--- config.mk ---
export PLATFORM = sky130hd
export DESIGN_NAME = gol_board_engine
export DESIGN_NICKNAME = d
export VERILOG_FILES = /design/src/rtl/gol_pkg.sv /design/src/rtl/gol_cell_rule.sv /design/src/rtl/gol_board_engine.sv
export SDC_FILE = /design/constraint.sdc
export NUM_CORES = 1
export LEC_CHECK = 0
export CORE_ASPECT_RATIO = 1.4
export CORE_MARGIN = 2
export CORE_UTILIZATION = 55
export CTS_CLUSTER_DIAMETER = 40
export DETAILED_ROUTE_END_ITERATION = 16
export PLACE_DENSITY = 0.77
export SLEW_MARGIN = 0
export SYNTH_ARGS = -nofsm -noshare
export SYNTH_HDL_FRONTEND = slang
export SYNTH_SLANG_ARGS = --single-unit
export TNS_END_PERCENT = 1
--- constraint.sdc ---
create_clock -name clka -period 15.15 [get_ports clka]
set_input_delay 2.2725 -clock clka [delete_from_list [all_inputs] [get_ports clka]]
set_output_delay 2.2725 -clock clka [all_outputs]
set_load 0.02 [all_outputs]
--- src/rtl/gol_pkg.sv ---
// Shared definitions for the Game of Life board engine.
// Holds the board geometry, game-state and engine-state encodings, and the
// debug view of the engine exported by gol_board_engine.
package gol_pkg;

    localparam int ROWS  = 8;
    localparam int COLS  = 16;
    localparam int CELLS = ROWS * COLS;

    localparam int ROW_W = 3;
    localparam int COL_W = 4;
    localparam int IDX_W = ROW_W + COL_W;

    // Encoding driven by the upstream game-state FSM
    typedef enum logic [1:0] {
        IDLE    = 2'b00,
        PROGRAM = 2'b01,
        RUN     = 2'b10,
        PAUSE   = 2'b11
    } game_state_e;

    // Generation engine states
    typedef enum logic [1:0] {
        E_IDLE   = 2'b00,
        E_SCAN   = 2'b01,
        E_COMMIT = 2'b10
    } engine_state_e;

    // Observation port: engine state, scan pointer and the neighbour count
    // of the cell currently being evaluated
    typedef struct packed {
        engine_state_e     state;
        logic [IDX_W-1:0]  idx;
        logic [3:0]        nbr_count;
    } engine_dbg_t;

endpackage

--- src/rtl/gol_cell_rule.sv ---
// Combinational Life rule for a single cell of the 8x16 board.
// Counts the eight neighbours of cell 'idx' and produces its next state.
// Build option: GOL_TORUS_EN wraps rows and columns (toroidal board);
// without it, neighbours beyond the board edge count as dead.
module gol_cell_rule
    import gol_pkg::*;
(
    input  logic [CELLS-1:0] board,
    input  logic [IDX_W-1:0] idx,
    output logic [3:0]       nbr_count,
    output logic             next_cell
);

    logic [ROW_W-1:0] row;
    logic [COL_W-1:0] col;
    logic [ROW_W-1:0] rr;
    logic [COL_W-1:0] cc;
    logic             valid;

    assign row = idx[IDX_W-1:COL_W];
    assign col = idx[COL_W-1:0];

    // Sum the live neighbours; row/col arithmetic wraps naturally in its
    // width, and the edge mask is applied only for the bounded board
    always_comb begin
        nbr_count = '0;
        rr        = '0;
        cc        = '0;
        valid     = 1'b0;
        for (int dr = -1; dr <= 1; dr++) begin
            for (int dc = -1; dc <= 1; dc++) begin
                if (dr != 0 || dc != 0) begin
                    rr = row + ROW_W'(dr);
                    cc = col + COL_W'(dc);
`ifdef GOL_TORUS_EN
                    valid = 1'b1;
`else
                    valid = !((dr < 0 && row == 3'd0)  ||
                              (dr > 0 && row == 3'd7)  ||
                              (dc < 0 && col == 4'd0)  ||
                              (dc > 0 && col == 4'd15));
`endif
                    if (valid) begin
                        nbr_count = nbr_count + 4'(board[{rr, cc}]);
                    end
                end
            end
        end
    end

    // Survival on 2 or 3 neighbours, birth on exactly 3
    always_comb begin
        if (board[idx]) begin
            next_cell = (nbr_count == 4'd2) || (nbr_count == 4'd3);
        end else begin
            next_cell = (nbr_count == 4'd3);
        end
    end

endmodule

--- src/rtl/gol_board_engine.sv ---
// Game of Life board storage and generation engine.
// Holds the 128-cell board, writes cells from button edges in PROGRAM and,
// in RUN, computes one generation every STEP_DIV cycles by scanning one cell
// per cycle into a shadow register that is committed in a single cycle.
// Build option: GOL_TORUS_EN selects a toroidal board (see gol_cell_rule).
module gol_board_engine
    import gol_pkg::*;
#(
    parameter int STEP_DIV = 2_500_000,
    parameter int GEN_W    = 16
) (
    input  logic               clka,
    input  logic               rst_n,
    input  logic [1:0]         game_state,
    input  logic [IDX_W-1:0]   cell_idx,
    input  logic               btn0,
    input  logic               btn1,
    output logic [CELLS-1:0]   board,
    output logic               gen_busy,
    output logic               gen_done,
    output logic [GEN_W-1:0]   gen_count,
    output logic [7:0]         pop_count,
    output engine_dbg_t        dbg
);

    localparam int               DIV_W    = $clog2(STEP_DIV);
    localparam logic [DIV_W-1:0] DIV_LAST = DIV_W'(STEP_DIV - 1);

    game_state_e       gs;
    engine_state_e     state;
    logic [DIV_W-1:0]  div_cnt;
    logic              div_wrap;
    logic              trigger;
    logic              btn0_q, btn0_h;
    logic              btn1_q, btn1_h;
    logic              edge0, edge1;
    logic [IDX_W-1:0]  idx;
    logic [7:0]        acc;
    logic [CELLS-1:0]  nxt;
    logic [3:0]        nbr_count;
    logic              next_cell;

    assign gs       = game_state_e'(game_state);
    assign div_wrap = (div_cnt == DIV_LAST);
    assign trigger  = (gs == RUN) && div_wrap;
    assign edge0    = btn0_q & ~btn0_h;
    assign edge1    = btn1_q & ~btn1_h;

    gol_cell_rule u_rule (
        .board     (board),
        .idx       (idx),
        .nbr_count (nbr_count),
        .next_cell (next_cell)
    );

    // Step divider: cleared in IDLE, counts and wraps in RUN, holds otherwise
    always_ff @(posedge clka or negedge rst_n) begin
        if (!rst_n) begin
            div_cnt <= '0;
        end else begin
            case (gs)
                IDLE:    div_cnt <= '0;
                RUN:     div_cnt <= div_wrap ? '0 : div_cnt + DIV_W'(1);
                default: div_cnt <= div_cnt;
            endcase
        end
    end

    // Button sample and history registers for rising-edge detection
    always_ff @(posedge clka or negedge rst_n) begin
        if (!rst_n) begin
            btn0_q <= 1'b0;
            btn0_h <= 1'b0;
            btn1_q <= 1'b0;
            btn1_h <= 1'b0;
        end else begin
            btn0_q <= btn0;
            btn0_h <= btn0_q;
            btn1_q <= btn1;
            btn1_h <= btn1_q;
        end
    end

    // Engine FSM: programming writes, scan into nxt, single-cycle commit.
    // IDLE game state overrides everything and aborts a scan in progress.
    always_ff @(posedge clka or negedge rst_n) begin
        if (!rst_n) begin
            state     <= E_IDLE;
            idx       <= '0;
            acc       <= '0;
            nxt       <= '0;
            board     <= '0;
            gen_busy  <= 1'b0;
            gen_done  <= 1'b0;
            gen_count <= '0;
            pop_count <= '0;
        end else begin
            gen_done <= 1'b0;
            if (gs == IDLE) begin
                state     <= E_IDLE;
                idx       <= '0;
                acc       <= '0;
                board     <= '0;
                gen_busy  <= 1'b0;
                gen_count <= '0;
                pop_count <= '0;
            end else begin
                case (state)
                    E_IDLE: begin
                        if (trigger) begin
                            state    <= E_SCAN;
                            idx      <= '0;
                            acc      <= '0;
                            gen_busy <= 1'b1;
                        end else if (gs == PROGRAM && (edge0 ^ edge1)) begin
                            board[cell_idx] <= edge1;
                        end
                    end
                    E_SCAN: begin
                        nxt[idx] <= next_cell;
                        acc      <= acc + 8'(next_cell);
                        idx      <= idx + IDX_W'(1);
                        if (idx == IDX_W'(CELLS - 1)) begin
                            state <= E_COMMIT;
                        end
                    end
                    E_COMMIT: begin
                        board     <= nxt;
                        pop_count <= acc;
                        gen_count <= gen_count + GEN_W'(1);
                        gen_done  <= 1'b1;
                        gen_busy  <= 1'b0;
                        state     <= E_IDLE;
                    end
                    default: begin
                        state    <= E_IDLE;
                        gen_busy <= 1'b0;
                    end
                endcase
            end
        end
    end

    // Debug view of the engine
    always_comb begin
        dbg.state     = state;
        dbg.idx       = idx;
        dbg.nbr_count = nbr_count;
    end

endmodule

==> results of run 1 <==
==> flip-flops by register name (all words and copies together) (netlist names), 2 cells and up <==
signal / count
div_cnt: 22
gen_count: 16
nxt: 128
pop_count: 8
state: 2
board: 128
acc: 8
idx: 7
==> cells in the mapped netlist, drive strengths merged (6+ instances only) <==
cell type	instances
a21oi	378
dfrtp	325
o21ai	300
nand2	248
nor2	233
clkbuf	133
mux2i	53
buf	46
mux4	46
nand3	42
a22oi	35
mux2	35
xor2	31
a32oi	24
ha	23
and3	20
nor3	19
o221ai	19
inv	18
o22ai	17
nand2b	14
nand4	14
nor2b	14
o31ai	14
a211oi	13
xnor2	11
and2	9
nor3b	6
==> power breakdown <==
part           leakage, nW  total [mW]  switching [mW]  internal [mW]
registers             4.24        1.16           0.203          0.959
logic                 3.94        1.62           0.940          0.677
clock network        0.703        1.04           0.406          0.637
==> cells in the final DEF, fill, tap and decap left out, types with 5 or more instances in the layout <==
cell type        netlist  routed
clkdlybuf4s50_1        0     178
and3_1                20      20
clkbuf_1             133       7
a22oi_1               34      34
a32oi_1               24      24
mux2i_1               52      52
and2_1                 8       7
o21ai_2                8       8
nand4_1                7       7
a21oi_1              378     377
clkbuf_8               0       5
o221ai_1              19      19
inv_1                 18      18
dfrtp_1              325     323
nand4_4                7       7
o22ai_1               17      17
ha_1                  23      22
a22o_1                 5       5
or3_1                  5       5
o21ai_0              218     218
nand3_1               40      40
nor3_1                19      15
clkbuf_16              0      43
a211oi_1              12      12
o31ai_1               14      14
mux4_2                46      46
bufinv_16              0       5
a31oi_1                5       5
mux2_2                33      33
buf_4                  3      44
nor2_1               233     230
xor2_1                28      27
xnor2_1               11      11
o21ai_1               74      74
nor2b_1               14      14
nand2b_1              13      13
nand2_1              248     248
==> cell families (layout without fill, tap and decap cells) <==
group           Yosys count  count (layout)
fa+ha+maj                23              23
compound gates          840             840
flops                   325             325
buf+inv                 199             318
simple gates            642             642
mux                     134             134
xor+xnor                 42              42
==> area by class of cell <==
| class | count | area share |
|---|---|---|
| multi-input combinational | 1681 | 0.457 |
| timing repair buffer | 223 | 0.0934 |
| inverter | 20 | 0.00330 |
| clock buffer | 55 | 0.0515 |
| tap | 456 | 0.0251 |
| sequential | 325 | 0.358 |
| clock inverter | 20 | 0.0125 |
==> metal layers <==
metal | vias up | track usage | wire, um
li1 | 8153 | - | -
met1 | 9275 | 0.516 | 27700
met2 | 1276 | 0.667 | 35300
met3 | 344 | 0.0904 | 7780
met4 | 0 | 0.289 | 6510
met5 | - | 0 | 0
==> per-stage QoR <==
step | hold slack, ps | area [sq um] | std cells | total power [mW]
floorplan | 347 | 19300 | 2205 | 2.13
global placement | 354 | 21300 | 2705 | 2.74
detailed placement | 358 | 21300 | 2705 | 2.76
CTS | 370 | 22800 | 2780 | 3.80
global route | 388 | 22800 | 2780 | 3.97
finish | 367 | 22800 | 2780 | 3.82
==> how the worst max path moves through the flow <==
stage,end,startpoint,slack (ps)
floorplan,dbg[3],idx[1],5160
global placement,dbg[3],idx[0],3650
detailed placement,dbg[3],idx[0],3520
CTS,dbg[3],idx[0],2930
global route,dbg[3],idx[0],2280
finish,dbg[3],idx[0],2910
==> run summary, run 1 <==
Post-synthesis sequential area ratio: 0.421
Slew Limit Fails: 0
Placement row count: 81
Skew final: 19.1 ps
Clk buf depth: 3
Vias per cell: 6.85
Post-synth top area cell: dfrtp_1
Die footprint: 36,600 sq um
Syn Std Cell Area: 19,300 sq um
Post-CTS setup buffers: 0
Slowest cell on crit path: dfrtp_4
Worst min-delay path class: reg -> reg
Post-Synth Simple-Gate Area: 0.151
Setup CP Type: reg -> out
Post-route DRC violation count: 0
Final net count: 2,328
Arrival @ worst endpoint: 9960 ps
Ys Warns: 0
Clock sinks: 325
GPL Wtd Cong: 1.02
Mapped Cells: 2,205
Share of layout cells above drive strength 1: 0.103
Number of enable flip-flop cells after synthesis: 0
# IOs: 180
Largest family of logic cells by synthesized area: compound AO/OA/AOI/OAI gates
Asr flop ratio synth: 1.00
Initial core utilization: 0.555
H-tree Lvls: 2
Largest net degree at the start of global routing: 116
Launch point of the worst reg-to-reg path: idx[0]
Setup ws final: 2910 ps
Delay-heaviest family, CP: adder cells
Hold Path Origin: btn1_q
Reg-to-Reg End: acc[4]
Clk_lat worst skew: 560 ps
Rel. slew slack: 0.133
Critical Path RT: 12,880 ps
Routed vias: 19,000
Unrepaired setup endpoints after global routing: no
Post-detail-place hpwl: 50,600 um
All-Layer GR Usage: 0.421
Total of max-cap violations: 0
CTS resizes: 0
CTS Root Cell: clkbuf_16
Area contributors post-synth: dfrtp_1, a21oi_1, o21ai_0, mux4_2, nand2_1
DR iter-0 viols: 2,492
Clock-pin transition on the worst setup and hold timing paths: 60 ps
Most Frequent Cell on Critical Path: ha_1
Post-route minimum period: 12,240 ps
Initial antenna violation count: 1
Final ANT Viol Nets: 0
FILL cells: 2,817
Hold buffers post-CTS: 0
Die Y: 226 um
Hold EP: btn1_h
Synth Area in Adders: 0.0149
CTS tree: done
Maximum vdd drop: 0.165 mV
Antenna diodes: 0
Max Freq: 81.7 MHz
Worst reg2reg setup slack: 4680 ps
Syn Nets: 2,241
Routed length per instance: 27.8 um
Post-Synth XOR/XNOR Area: 0.0208
LEAKAGE: 8.88 nW
Yosys reg bits: 325
DR pass1 iterations: 6
Setup_tns: 0 ps
Synth top area share: 0.421
Post-synthesis compound-gate area fraction: 0.245
Max incr delay on CP: 860 ps
Layout area overhead: 17.9%
Crit. End Element: output port
Worst setup SP type: flip-flop
Top_reg_cell synth: dfrtp_1
CTS buffer count: 41
Cell variety after synth: 77
Final Hold Viols: 0
Crit path max fanout: 51
Vias in the first global route: 18,600
Status: completed
Area occupied by multi-input gates: 10,400 sq um
Core footprint: 34,800 sq um
Critical Path Stages: 31
Worst-margin pin slew: 1300 ps
WP buf/inv: 5
Worst slack, placed: 3520 ps
Register-to-Register Path Depth: 37
IO buf count: 179
Worst Hold Depth: 0
Reg area: 8140 sq um
Post-synthesis mux area share: 0.102
Final core utilization: 0.655
Final setup fails: 0
First-pass GRT wire length: 115,000 um
GRT overflow: 0
WL final: 77,300 um
Power density cells: 168 nW/um^2
Chip width: 162 um
Fin crit share: 0.808
Post-synthesis area per instance: 8.76 sq um
Note: power is estimated with default switching activity, not from simulation.
==> run 2: changes to the inputs <==
Settings changed: CORE_UTILIZATION 55 to 53, PLACE_DENSITY 0.77 to 0.78.
Clock period 15.15 ns to 10.9 ns, I/O delays scaled along.
==> run 2 against run 1 <==
  * Clock power increased by 36%
  * Cell count is 0.54% higher
  * Critical endpoint is now dbg[2]
  * Sequential power rose by 36%
  * Die area up 3.7%
  * Combinational power is 43% higher
  * Worst hold slack better by 7.4 ps
==> run summary, run 2 (synthesis results as in run 1) <==
Final Hold Viols: 0 (unchanged)
Setup_tns: 0 ps (unchanged)
Die Y: 230 um (+1.8%)
Worst min-delay path class: reg -> reg
CTS buffer count: 42 (+2.4%)
Final core utilization: 0.635 (-0.0201)
Final setup fails: 0 (unchanged)
Worst setup SP type: flip-flop
# IOs: 180 (unchanged)
Clk buf depth: 3 (unchanged)
Critical Path RT: 9270 ps (-3610 ps)
Post-detail-place hpwl: 48,500 um (-4.2%)
Vias in the first global route: 18,600 (+0.059%)
Hold EP: btn1_h
Reg area: 8140 sq um (unchanged)
First-pass GRT wire length: 112,000 um (-3.3%)
WL final: 74,600 um (-3.6%)
Layout area overhead: 18.0%
Total of max-cap violations: 0 (unchanged)
IO buf count: 179 (unchanged)
Reg-to-Reg End: acc[6]
Most Frequent Cell on Critical Path: ha_1
Post-route minimum period: 10,450 ps
DR pass1 iterations: 6 (unchanged)
Initial core utilization: 0.538 (-0.0177)
Worst reg2reg setup slack: 1590 ps (-3090 ps)
H-tree Lvls: 2 (unchanged)
Clk_lat worst skew: 560 ps (about the same)
Routed length per instance: 26.7 um (-4.1%)
Commonest cells after routing, fill and taps aside: a21oi_1, dfrtp_1, nand2_1, nor2_1, o21ai_0
CTS Root Cell: clkbuf_16
Slew Limit Fails: 0 (unchanged)
Net Switching: 2.19 mW (+41%)
Register-to-Register Path Depth: 38 (+2.7%)
Share of layout cells above drive strength 1: 0.108 (+0.00436)
Largest net degree at the start of global routing: 112 (-3.4%)
Fin crit share: 0.959
FILL cells: 3,019 (+7.2%)
Arrival @ worst endpoint: 8820 ps (-1140 ps)
GPL Wtd Cong: 1.13 (+11%)
Int Pwr: 3.13 mW (+38%)
Chip width: 165 um (+1.8%)
Top flop regs: board (128), nxt (128), div_cnt (22)
Hold Path Origin: btn1_q
GRT overflow: 0 (unchanged)
Die footprint: 38,000 sq um (+3.7%)
Routed vias: 19,200 (+0.62%)
Final Power: 5.32 mW (+39%)
Worst Hold Depth: 0 (unchanged)
Power density cells: 233 nW/um^2 (+39%)
Maximum vdd drop: 0.668 mV (+310%)
DR iter-0 viols: 2,367 (-5.0%)
Switching share of power: 0.412 (+0.00675)
Worst slack, placed: 1070 ps (-2450 ps)
Final net count: 2,336 (+0.34%)
Gate power share: 0.437 (+0.014)
CTS tree: done
Final ANT Viol Nets: 0 (unchanged)
Clock power share: 0.265 (-0.008)
LEAKAGE: 8.91 nW (+0.38%)
Placement row count: 82 (+1.2%)
Clock sinks: 325 (unchanged)
Slowest cell on crit path: clkdlybuf4s50_1
Sequential power share: 0.297 (-0.007)
Core footprint: 35,900 sq um (+3.3%)
Clock-pin transition on the worst setup and hold timing paths: 60 ps (about the same)
Max incr delay on CP: 660 ps (-200 ps)
Crit path max fanout: 44 (-14%)
Hold buffers post-CTS: 0 (unchanged)
Setup ws final: 449 ps (-2470 ps)
Crit. End Element: output port
Status: completed
Launch point of the worst reg-to-reg path: idx[0]
Area occupied by multi-input gates: 10,400 sq um (about the same)
Worst-margin pin slew: 1320 ps (+26.6 ps)
Vias per cell: 6.86 (about the same)
Unrepaired setup endpoints after global routing: no
All-Layer GR Usage: 0.389 (-0.0326)
Max Freq: 95.7 MHz
Setup CP Type: reg -> out
Commonest non-fill, non-tap cell in the layout: a21oi_1
Post-route DRC violation count: 0 (unchanged)
Rel. slew slack: 0.116 (-0.0170)
Skew final: 20.7 ps (+1.58 ps)
Initial antenna violation count: 2 (+1)
==> run 2: power groups by stage <==
stage | Sequential (mW) | Combinational (mW) | Clock (mW)
after floorplan | 1.61 | 1.36 | 0
after global placement | 1.58 | 2.21 | 0
after detailed placement | 1.58 | 2.26 | 0
after CTS | 1.57 | 2.27 | 1.42
after global routing | 1.58 | 2.46 | 1.47
final | 1.58 | 2.32 | 1.41
==> run 2: how the worst max path moves through the flow <==
stage | slack [ps] | startpoint | end
floorplan | 1550 | idx[1] | dbg[3]
global placement | 1200 | idx[1] | dbg[2]
detailed placement | 1070 | idx[1] | dbg[2]
CTS | 440 | idx[0] | dbg[2]
global route | 40 | idx[0] | dbg[2]
finish | 450 | idx[0] | dbg[2]
==> run 2: critical path, delay by kind of cell (launching register included) <==
kind | cells | cell delay (ps)
buffers and inverters | 4 | 1320
AND/OR/NAND/NOR | 10 | 1480
XOR/XNOR | 3 | 570
flip-flops | 1 | 480
multiplexers | 6 | 1890
AO/OA/AOI/OAI | 1 | 180
adder cells (fa/ha/maj) | 8 | 2310
==> run 2: through the flow <==
| stage | hold slack [ps] | instance area, sq um | instances |
|---|---|---|---|
| 5_1_grt | 383 | 22800 | 2794 |
| 6_report | 375 | 22800 | 2795 |
| 3_5_place_dp | 363 | 21400 | 2718 |
| 2_1_floorplan | 347 | 19300 | 2205 |
| 3_3_place_gp | 359 | 21400 | 2718 |
| 4_1_cts | 377 | 22800 | 2794 |
==> run 2: final cells by class <==
cell class | count | area share
clock inverters | 26 | 0.0124
diodes | 1 | 0.000110
clock buffers | 50 | 0.0501
repair buffers | 230 | 0.0956
multi-input cells | 1681 | 0.456
well taps | 462 | 0.0254
inverters | 20 | 0.00329
flip-flops and latches | 325 | 0.357
==> run 2: routing by layer <==
| layer | vias up | global-route usage | share of wire |
|---|---|---|---|
| met4 | 4 | 0.280 | 0.081 |
| li1 | 8166 | - | - |
| met1 | 9272 | 0.482 | 0.35 |
| met5 | - | 0 | 0.00036 |
| met3 | 357 | 0.0875 | 0.11 |
| met2 | 1368 | 0.594 | 0.45 |
==> run 2: what timing repair did <==
action                                  in CTS  in global routing
buffers inserted                             0                  0
gates resized for setup                      0                  2
endpoints found under the setup margin       0                  3
endpoints found under the hold margin        0                  0
